## config.mk

```make
export PLATFORM = sky130hd
export DESIGN_NAME = binary_to_gray
export DESIGN_NICKNAME = d
export VERILOG_FILES = /design/src/rtl/gray_pkg.sv /design/src/rtl/gray_to_binary_comb.sv /design/src/rtl/binary_to_gray.sv
export SDC_FILE = /design/constraint.sdc
export NUM_CORES = 1
export LEC_CHECK = 0
export CAP_MARGIN = 20
export CORE_AREA = 2 2 39 41
export DETAILED_ROUTE_END_ITERATION = 10
export DIE_AREA = 0 0 41 43
export GPL_TIMING_DRIVEN = 0
export HOLD_SLACK_MARGIN = 0.05
export MAX_ROUTING_LAYER = met4
export PLACE_DENSITY = 0.34
export SYNTH_ARGS = -nofsm -noshare
export SYNTH_HDL_FRONTEND = slang
export SYNTH_SLANG_ARGS = --single-unit
```

## constraint.sdc

```tcl
create_clock -name clk -period 1.6 [get_ports clk]
set_clock_uncertainty 0.2 [all_clocks]
set_input_delay 0.24 -clock clk [delete_from_list [all_inputs] [get_ports clk]]
set_output_delay 0.24 -clock clk [all_outputs]
set_load 0.005 [all_outputs]
```

## src/rtl/gray_pkg.sv

```systemverilog
// Shared constants and golden conversion functions for binary/reflected-Gray code.
// The functions work on 64-bit words; narrower values are zero-extended.
package gray_pkg;

  localparam logic MODE_B2G = 1'b0;
  localparam logic MODE_G2B = 1'b1;

  localparam int GRAY_MAX_WIDTH = 64;

  function automatic logic [GRAY_MAX_WIDTH-1:0] bin2gray(input logic [GRAY_MAX_WIDTH-1:0] b);
    return b ^ (b >> 1);
  endfunction

  // Zero bits above a narrower word do not change the prefix XOR of the low bits.
  function automatic logic [GRAY_MAX_WIDTH-1:0] gray2bin(input logic [GRAY_MAX_WIDTH-1:0] g);
    logic [GRAY_MAX_WIDTH-1:0] b;
    b = '0;
    b[GRAY_MAX_WIDTH-1] = g[GRAY_MAX_WIDTH-1];
    for (int i = GRAY_MAX_WIDTH - 2; i >= 0; i--) begin
      b[i] = b[i+1] ^ g[i];
    end
    return b;
  endfunction

endpackage

```

## src/rtl/gray_to_binary_comb.sv

```systemverilog
// Combinational Gray-to-binary converter: prefix XOR running down from the MSB.
module gray_to_binary_comb #(
  parameter int WIDTH = 3
) (
  input  logic [WIDTH-1:0] gray,
  output logic [WIDTH-1:0] bin
);

  always_comb begin
    bin = '0;
    bin[WIDTH-1] = gray[WIDTH-1];
    for (int i = WIDTH - 2; i >= 0; i--) begin
      bin[i] = bin[i+1] ^ gray[i];
    end
  end

endmodule

```

## src/rtl/binary_to_gray.sv

```systemverilog
// Registered binary<->Gray converter, one-cycle latency, direction chosen per word by mode.
// Handshake: a word is taken on every edge with in_valid=1 (no ready, no stall); out_valid marks out_data one edge later.
module binary_to_gray
  import gray_pkg::*;
#(
  parameter int WIDTH = 3
) (
  input  logic             clk,
  input  logic             rst,
  input  logic             in_valid,
  input  logic             mode,
  input  logic [WIDTH-1:0] in_data,
  output logic             out_valid,
  output logic [WIDTH-1:0] out_data
);

  logic [WIDTH-1:0] fwd;
  logic [WIDTH-1:0] rev;
  logic [WIDTH-1:0] conv;

  assign fwd = in_data ^ (in_data >> 1);

  gray_to_binary_comb #(.WIDTH(WIDTH)) u_g2b (
    .gray (in_data),
    .bin  (rev)
  );

  assign conv = (mode == MODE_G2B) ? rev : fwd;

  // out_data only loads on accepted words so it holds across idle cycles.
  always_ff @(posedge clk) begin
    if (rst) begin
      out_valid <= 1'b0;
      out_data  <= '0;
    end else begin
      out_valid <= in_valid;
      if (in_valid) begin
        out_data <= conv;
      end
    end
  end

endmodule

```

==> results of run 1 <==
[cell type report]
| cell class | instances | area [um^2] |
|---|---|---|
| fill | 161 | 1070 |
| timing repair buffer | 10 | 100 |
| multi-input combinational | 12 | 92.6 |
| sequential | 4 | 80.1 |
| clock buffer | 3 | 22.5 |
| tap | 16 | 20.0 |
[per-layer routing]
layer	global-route usage, %	share of wire [%]	up-vias
met5	-	0	-
met4	8.00	0	0
met3	1.57	4.7	0
met2	6.56	58	4
met1	6.43	37	74
li1	-	-	83
[cells in the final DEF (no fill, tap or decap)]
master                            netlist  routed
sky130_fd_sc_hd__clkdlybuf4s50_1        0      10
sky130_fd_sc_hd__dfxtp_1                4       4
sky130_fd_sc_hd__clkbuf_4               0       3
sky130_fd_sc_hd__nor2_1                 2       2
sky130_fd_sc_hd__xnor2_1                2       2
sky130_fd_sc_hd__nand2_1                2       2
sky130_fd_sc_hd__and2b_4                1       1
sky130_fd_sc_hd__mux2i_1                1       1
sky130_fd_sc_hd__nand2b_1               1       1
sky130_fd_sc_hd__nand4_1                1       1
sky130_fd_sc_hd__o221ai_2               1       1
sky130_fd_sc_hd__a211oi_2               1       1
[cell families after synthesis]
family	Yosys count	share of synthesized area, %
DFF	4	46.4
and+or+nand+nor	7	21.7
xor gates and xnor gates	2	10.1
muxes	1	5.80
AOI/OAI and AO/OA	2	15.9
[cell usage after synthesis, drive strengths merged]
library cell / number
a211oi: 1
dfxtp: 4
xnor2: 2
nand2: 2
and2b: 1
nand4: 1
o221ai: 1
nor2: 2
nand2b: 1
mux2i: 1
[through the flow]
stage	hold WS (ns)	utilization [%]	power, W	instances	instance area (um^2)
detailed placement	0.311	21.2	0.000167	42	293
global placement	0.289	21.2	0.000167	42	293
finish	0.302	22.8	0.000290	45	315
floorplan	0.105	-	0.000131	16	173
global route	0.345	22.8	0.000307	45	315
CTS	0.319	22.8	0.000298	45	315
[sequential cells by signal, summed over array words and instances, names as in the netlist]
register	count
out_data	3
out_valid	1
[report_power, final]
group / internal [W] / leakage, nW / switching, W / total [W]
Combinational: 0.0000355 / 0.0674 / 0.0000187 / 0.0000542
Clock: 0.0000839 / 0.0138 / 0.0000412 / 0.000125
Sequential: 0.000107 / 0.0332 / 0.00000296 / 0.000110
[how the worst max path moves through the flow]
| stage | depth (start not counted) | slack (ns) | endpoint |
|---|---|---|---|
| 5_1_grt | 1 | 0.05 | out_data[2] |
| 3_3_place_gp | 4 | 0.06 | out_data[0] |
| 4_1_cts | 1 | 0.08 | out_data[2] |
| 6_report | 1 | 0.10 | out_data[2] |
| 2_1_floorplan | 3 | 0.69 | out_data[0] |
| 3_5_place_dp | 4 | 0.04 | out_data[0] |
==> flow_metrics.py, run 1 <==
metrics = {
    "status": {
        "result_of_the_run": "completed",
    },
    "worst_setup_path": {
        "worst_setup_path_start_kind": "register",
        "cpLargestDelayFamily": "buffers and inverters",
        "crit_path_cell_trace": "clkdlybuf4s50_1",
        "ff2ff_path_depth": 2,
        "buffers_and_inverters_on_the_worst_path": 1,
        "cp_slowest_stage_delay_ns": 0.50,
        "crit_fanout": 2,
        "critical_path.startpoint": "out_data[2]",
        "cp-end-kind": "output port",
        "crit_path_class": "reg2out",
        "required_time_at_the_worst_slack_endpoint_ns": 1.16,
        "worst-r2r-setup-slack_ns": 0.78,
        "reg_to_reg_endpoint": "out_data[0]",
        "crit_arrival_ns": 1.06,
        "cp_max_delay_cell": "sky130_fd_sc_hd__clkdlybuf4s50_1",
        "r2r-start": "out_data[0]",
    },
    "min_path": {
        "hold_path_end": "out_data[2]",
        "holdPathStages": 2,
        "timing.hold.worst.class": "reg2reg",
        "hold_path_startpoint": "out_data[2]",
    },
    "timing": {
        "setup_repair_after_global_routing_missed_its_margin": "false",
        "timing.final.hold_violations": 0,
        "timing.final.crit_share_pct": 93.4,
        "max_clock_freq_ghz": 0.669,
        "timing.slew.headroom_pct": 84.3,
        "max_slew_violation_count": 0,
        "worst_slack_ns": 0.105,
        "final_period_minus_worst_setup_slack_ns": 1.50,
        "setup-violations-final": 0,
        "fin_tns_setup_ns": 0,
        "tightestPinTransition_ns": 0.234,
    },
    "run": {
        "drv_cap": 0,
    },
    "drt": {
        "drtAntennaViolNets": 0,
        "via_count": 161,
        "drt_first_pass_iters": 2,
        "detail_route.vias_per_cell": 3.58,
        "detailedRoute.firstIterationViolations": 1,
        "drc_errors": 0,
        "total_detailed_routing_wirelength_um": 385,
        "routedWlPerCell_um": 8.56,
    },
    "logic_synthesis": {
        "post-synth-top-area-fraction_pct": 46.4,
        "netlist_area_pre_place_um2": 173,
        "yosysWarningCount": 0,
        "ys_top_cells_by_area": "sky130_fd_sc_hd__dfxtp_1 46%, sky130_fd_sc_hd__xnor2_1 10%, sky130_fd_sc_hd__o221ai_2 8.7%",
        "synth.net_count": 23,
        "synth.yosys.seq_area_share_pct": 46.4,
        "synth_seq_cells": 4,
        "syn-instance-count": 16,
        "post_synth.cell_area_avg_um2": 10.8,
        "post_synth_num_cell_types": 10,
        "yosys.area.top_type": "sky130_fd_sc_hd__dfxtp_1",
    },
    "global_route": {
        "global_route.overflow_total": 0,
        "grt_antenna_before_repair": 0,
        "first_pass_grt_wire_length_um": 614,
        "first_global_vias": 155,
        "largest_net_degree_at_the_start_of_global_routing": 6,
        "groute.usage.overall_pct": 5.76,
    },
    "pwr": {
        "leakage_nw": 0.114,
        "p_per_area_mw_per_mm2": 919,
        "ir_worst_vdd_mv": 0.150,
    },
    "cts": {
        "cts.clk_slew.worst_paths_ns": 0.04,
        "numCtsBuffers": 3,
        "post-cts-setup-buffers": 0,
        "tritoncts": "built",
        "clk_root_buffer_cell": "sky130_fd_sc_hd__clkbuf_4",
        "cts_buffer_depth": 2,
        "cts.sinks": 4,
        "cts-resized-gates": 0,
        "clock_insertion_delay_worst_skew_ns": 0.23,
        "htree_num_levels": 1,
        "hold_buffers": 0,
    },
    "finish": {
        "antenna-diode-count": 0,
        "areaGrowthSynthToFinish_pct": 82.6,
        "finish.net_count": 38,
        "final_layout_size_suffix_gt1_share_pct": 20.7,
    },
    "die": {
        "die_span_in_y_um": 43,
        "starting_density_pct": 12.5,
        "floorplan.core_area_mm2": 0.00138,
        "number_of_rows_created_at_floorplan": 14,
        "dieArea_mm2": 0.00176,
        "floorplan.io_pins": 11,
        "die_w_um": 41,
    },
    "placement": {
        "gp_congestion": 0.662,
        "port-buffer-count": 10,
        "post-place-ws_ns": 0.0423,
    },
}
Power figures use the tool's default switching activity.
==> inputs of run 2 (changes only) <==
--- a/config.mk
+++ b/config.mk
@@ -12,7 +12,7 @@
 export GPL_TIMING_DRIVEN = 0
 export HOLD_SLACK_MARGIN = 0.05
 export MAX_ROUTING_LAYER = met4
-export PLACE_DENSITY = 0.34
+export PLACE_DENSITY = 0.38
 export SYNTH_ARGS = -nofsm -noshare
 export SYNTH_HDL_FRONTEND = slang
 export SYNTH_SLANG_ARGS = --single-unit
==> run 2 against run 1 <==
First-iteration DRC count decreased by 100%. Die area unchanged. Worst hold slack improved by 0.0092 ns. Sequential cell count unchanged. Sequential share of layout area unchanged. Register-to-register slack about the same. Critical path depth unchanged. Critical path type unchanged.
==> flow_metrics.py, run 2 (synthesis results as in run 1) <==
metrics = {
    "status": {
        "result_of_the_run": "completed",
    },
    "drt": {
        "detailedRoute.firstIterationViolations": 0,
        "via_count": 157,
        "drt_first_pass_iters": 1,
        "total_detailed_routing_wirelength_um": 382,
        "drtAntennaViolNets": 0,
        "routedWlPerCell_um": 8.49,
        "detail_route.vias_per_cell": 3.49,
        "drc_errors": 0,
    },
    "cts": {
        "htree_num_levels": 1,
        "clk_root_buffer_cell": "sky130_fd_sc_hd__clkbuf_4",
        "tritoncts": "built",
        "hold_buffers": 0,
        "clock_insertion_delay_worst_skew_ns": 0.23,
        "numCtsBuffers": 3,
        "cts.clk_slew.worst_paths_ns": 0.04,
        "cts.sinks": 4,
        "cts-resized-gates": 0,
        "post-cts-setup-buffers": 0,
        "cts_buffer_depth": 2,
    },
    "global_route": {
        "first_global_vias": 138,
        "groute.usage.overall_pct": 6.37,
        "largest_net_degree_at_the_start_of_global_routing": 6,
        "first_pass_grt_wire_length_um": 627,
        "grt_antenna_before_repair": 0,
        "global_route.overflow_total": 0,
    },
    "finish": {
        "largest_register_ff_count": 3,
        "final_common_cell": "sky130_fd_sc_hd__clkdlybuf4s50_1",
        "registers.top_by_ff_count": "out_data",
        "areaGrowthSynthToFinish_pct": 82.6,
        "layout.cells.most_common_list": "10 x sky130_fd_sc_hd__clkdlybuf4s50_1, 4 x sky130_fd_sc_hd__dfxtp_1, 3 x sky130_fd_sc_hd__clkbuf_4",
        "final_cell_count_no_fill": 45,
        "final_layout_size_suffix_gt1_share_pct": 20.7,
        "reg.largest.list": "out_data (3), out_valid (1)",
        "antenna-diode-count": 0,
        "finish.net_count": 38,
        "design_area_um2": 315,
        "num-fill-cells": 155,
    },
    "die": {
        "floorplan.core_area_mm2": 0.00138,
        "die_span_in_y_um": 43,
        "dieArea_mm2": 0.00176,
        "floorplan.io_pins": 11,
        "die_w_um": 41,
        "starting_density_pct": 12.5,
        "number_of_rows_created_at_floorplan": 14,
    },
    "worst_setup_path": {
        "cp_slowest_stage_delay_ns": 0.50,
        "crit_path_cell_trace": "clkdlybuf4s50_1",
        "cp_max_delay_cell": "sky130_fd_sc_hd__clkdlybuf4s50_1",
        "crit_path_class": "reg2out",
        "worst_setup_path_start_kind": "register",
        "crit_arrival_ns": 1.06,
        "ff2ff_path_depth": 2,
        "cp.depth": 1,
        "buffers_and_inverters_on_the_worst_path": 1,
        "required_time_at_the_worst_slack_endpoint_ns": 1.16,
        "crit_fanout": 2,
        "cpLargestDelayFamily": "buffers and inverters",
        "cp-end-kind": "output port",
    },
    "pwr": {
        "p_per_area_mw_per_mm2": 923,
        "leakage_nw": 0.114,
        "ir_worst_vdd_mv": 0.476,
    },
    "timing": {
        "final_period_minus_worst_setup_slack_ns": 1.50,
        "setup_repair_after_global_routing_missed_its_margin": "false",
        "timing.slew.headroom_pct": 85.3,
        "fin_tns_setup_ns": 0,
        "max_clock_freq_ghz": 0.666,
        "worst_hold_slack_ns": 0.311,
        "timing.final.hold_violations": 0,
        "timing.final.crit_share_pct": 93.8,
        "max_slew_violation_count": 0,
        "setup-violations-final": 0,
        "tightestPinTransition_ns": 0.219,
        "worst_slack_ns": 0.0985,
    },
    "placement": {
        "port-buffer-count": 10,
        "numPlacedInstances": 42,
        "detailed_place.area_um2": 293,
        "post-place-ws_ns": 0.0565,
        "gp_congestion": 0.649,
    },
    "min_path": {
        "holdPathStages": 2,
        "timing.hold.worst.class": "reg2reg",
    },
    "run": {
        "drv_cap": 0,
    },
}
## run 2: per-stage QoR
stage	total power [W]	util, %
3_3_place_gp	0.000166	21.2
6_report	0.000291	22.8
4_1_cts	0.000298	22.8
2_1_floorplan	0.000131	-
5_1_grt	0.000315	22.8
3_5_place_dp	0.000166	21.2
## run 2: cell type report
type                            count  area, um^2  share of cell area (%)
Timing Repair Buffer               10         100                    31.7
Multi-Input combinational cell     12        92.6                    29.4
Sequential cell                     4        80.1                    25.4
Tap cell                           16        20.0                    6.35
Clock buffer                        3        22.5                    7.14
## run 2: where the power goes
group	internal (W)	total, W	switching, W
Clock	0.0000840	0.000126	0.0000425
Sequential	0.000107	0.000110	0.00000281
Combinational	0.0000355	0.0000543	0.0000188
## run 2: worst reg2reg max path: cells and delay by family, from the launching register on
family             cells  cell delay (ns)
and+or+nand+nor        1             0.05
AOI/OAI and AO/OA      1             0.18
DFF                    1             0.31
## run 2: path summary, 6_finish.rpt
kind            endpoint  slack (ns)   startpoint
max reg2reg  out_data[1]        0.78  out_data[1]
min reg2reg  out_data[2]        0.31  out_data[2]
min          out_data[2]        0.31  out_data[2]
max          out_data[2]         0.1  out_data[2]
## run 2: layer usage
layer / wire length (um) / track usage [%]
met1: 188 / 7.37
met2: 123 / 5.31
met3: 70 / 6.81
met4: 0 / 6.00
met5: 0 / -
==> inputs of run 3 (changes only) <==
--- a/config.mk
+++ b/config.mk
@@ -13,6 +13,7 @@
 export HOLD_SLACK_MARGIN = 0.05
 export MAX_ROUTING_LAYER = met4
 export PLACE_DENSITY = 0.38
+export SLEW_MARGIN = 10
 export SYNTH_ARGS = -nofsm -noshare
 export SYNTH_HDL_FRONTEND = slang
 export SYNTH_SLANG_ARGS = --single-unit
==> results of run 3 <==
The final DEF is identical to that of run 2; final timing and power are the same.
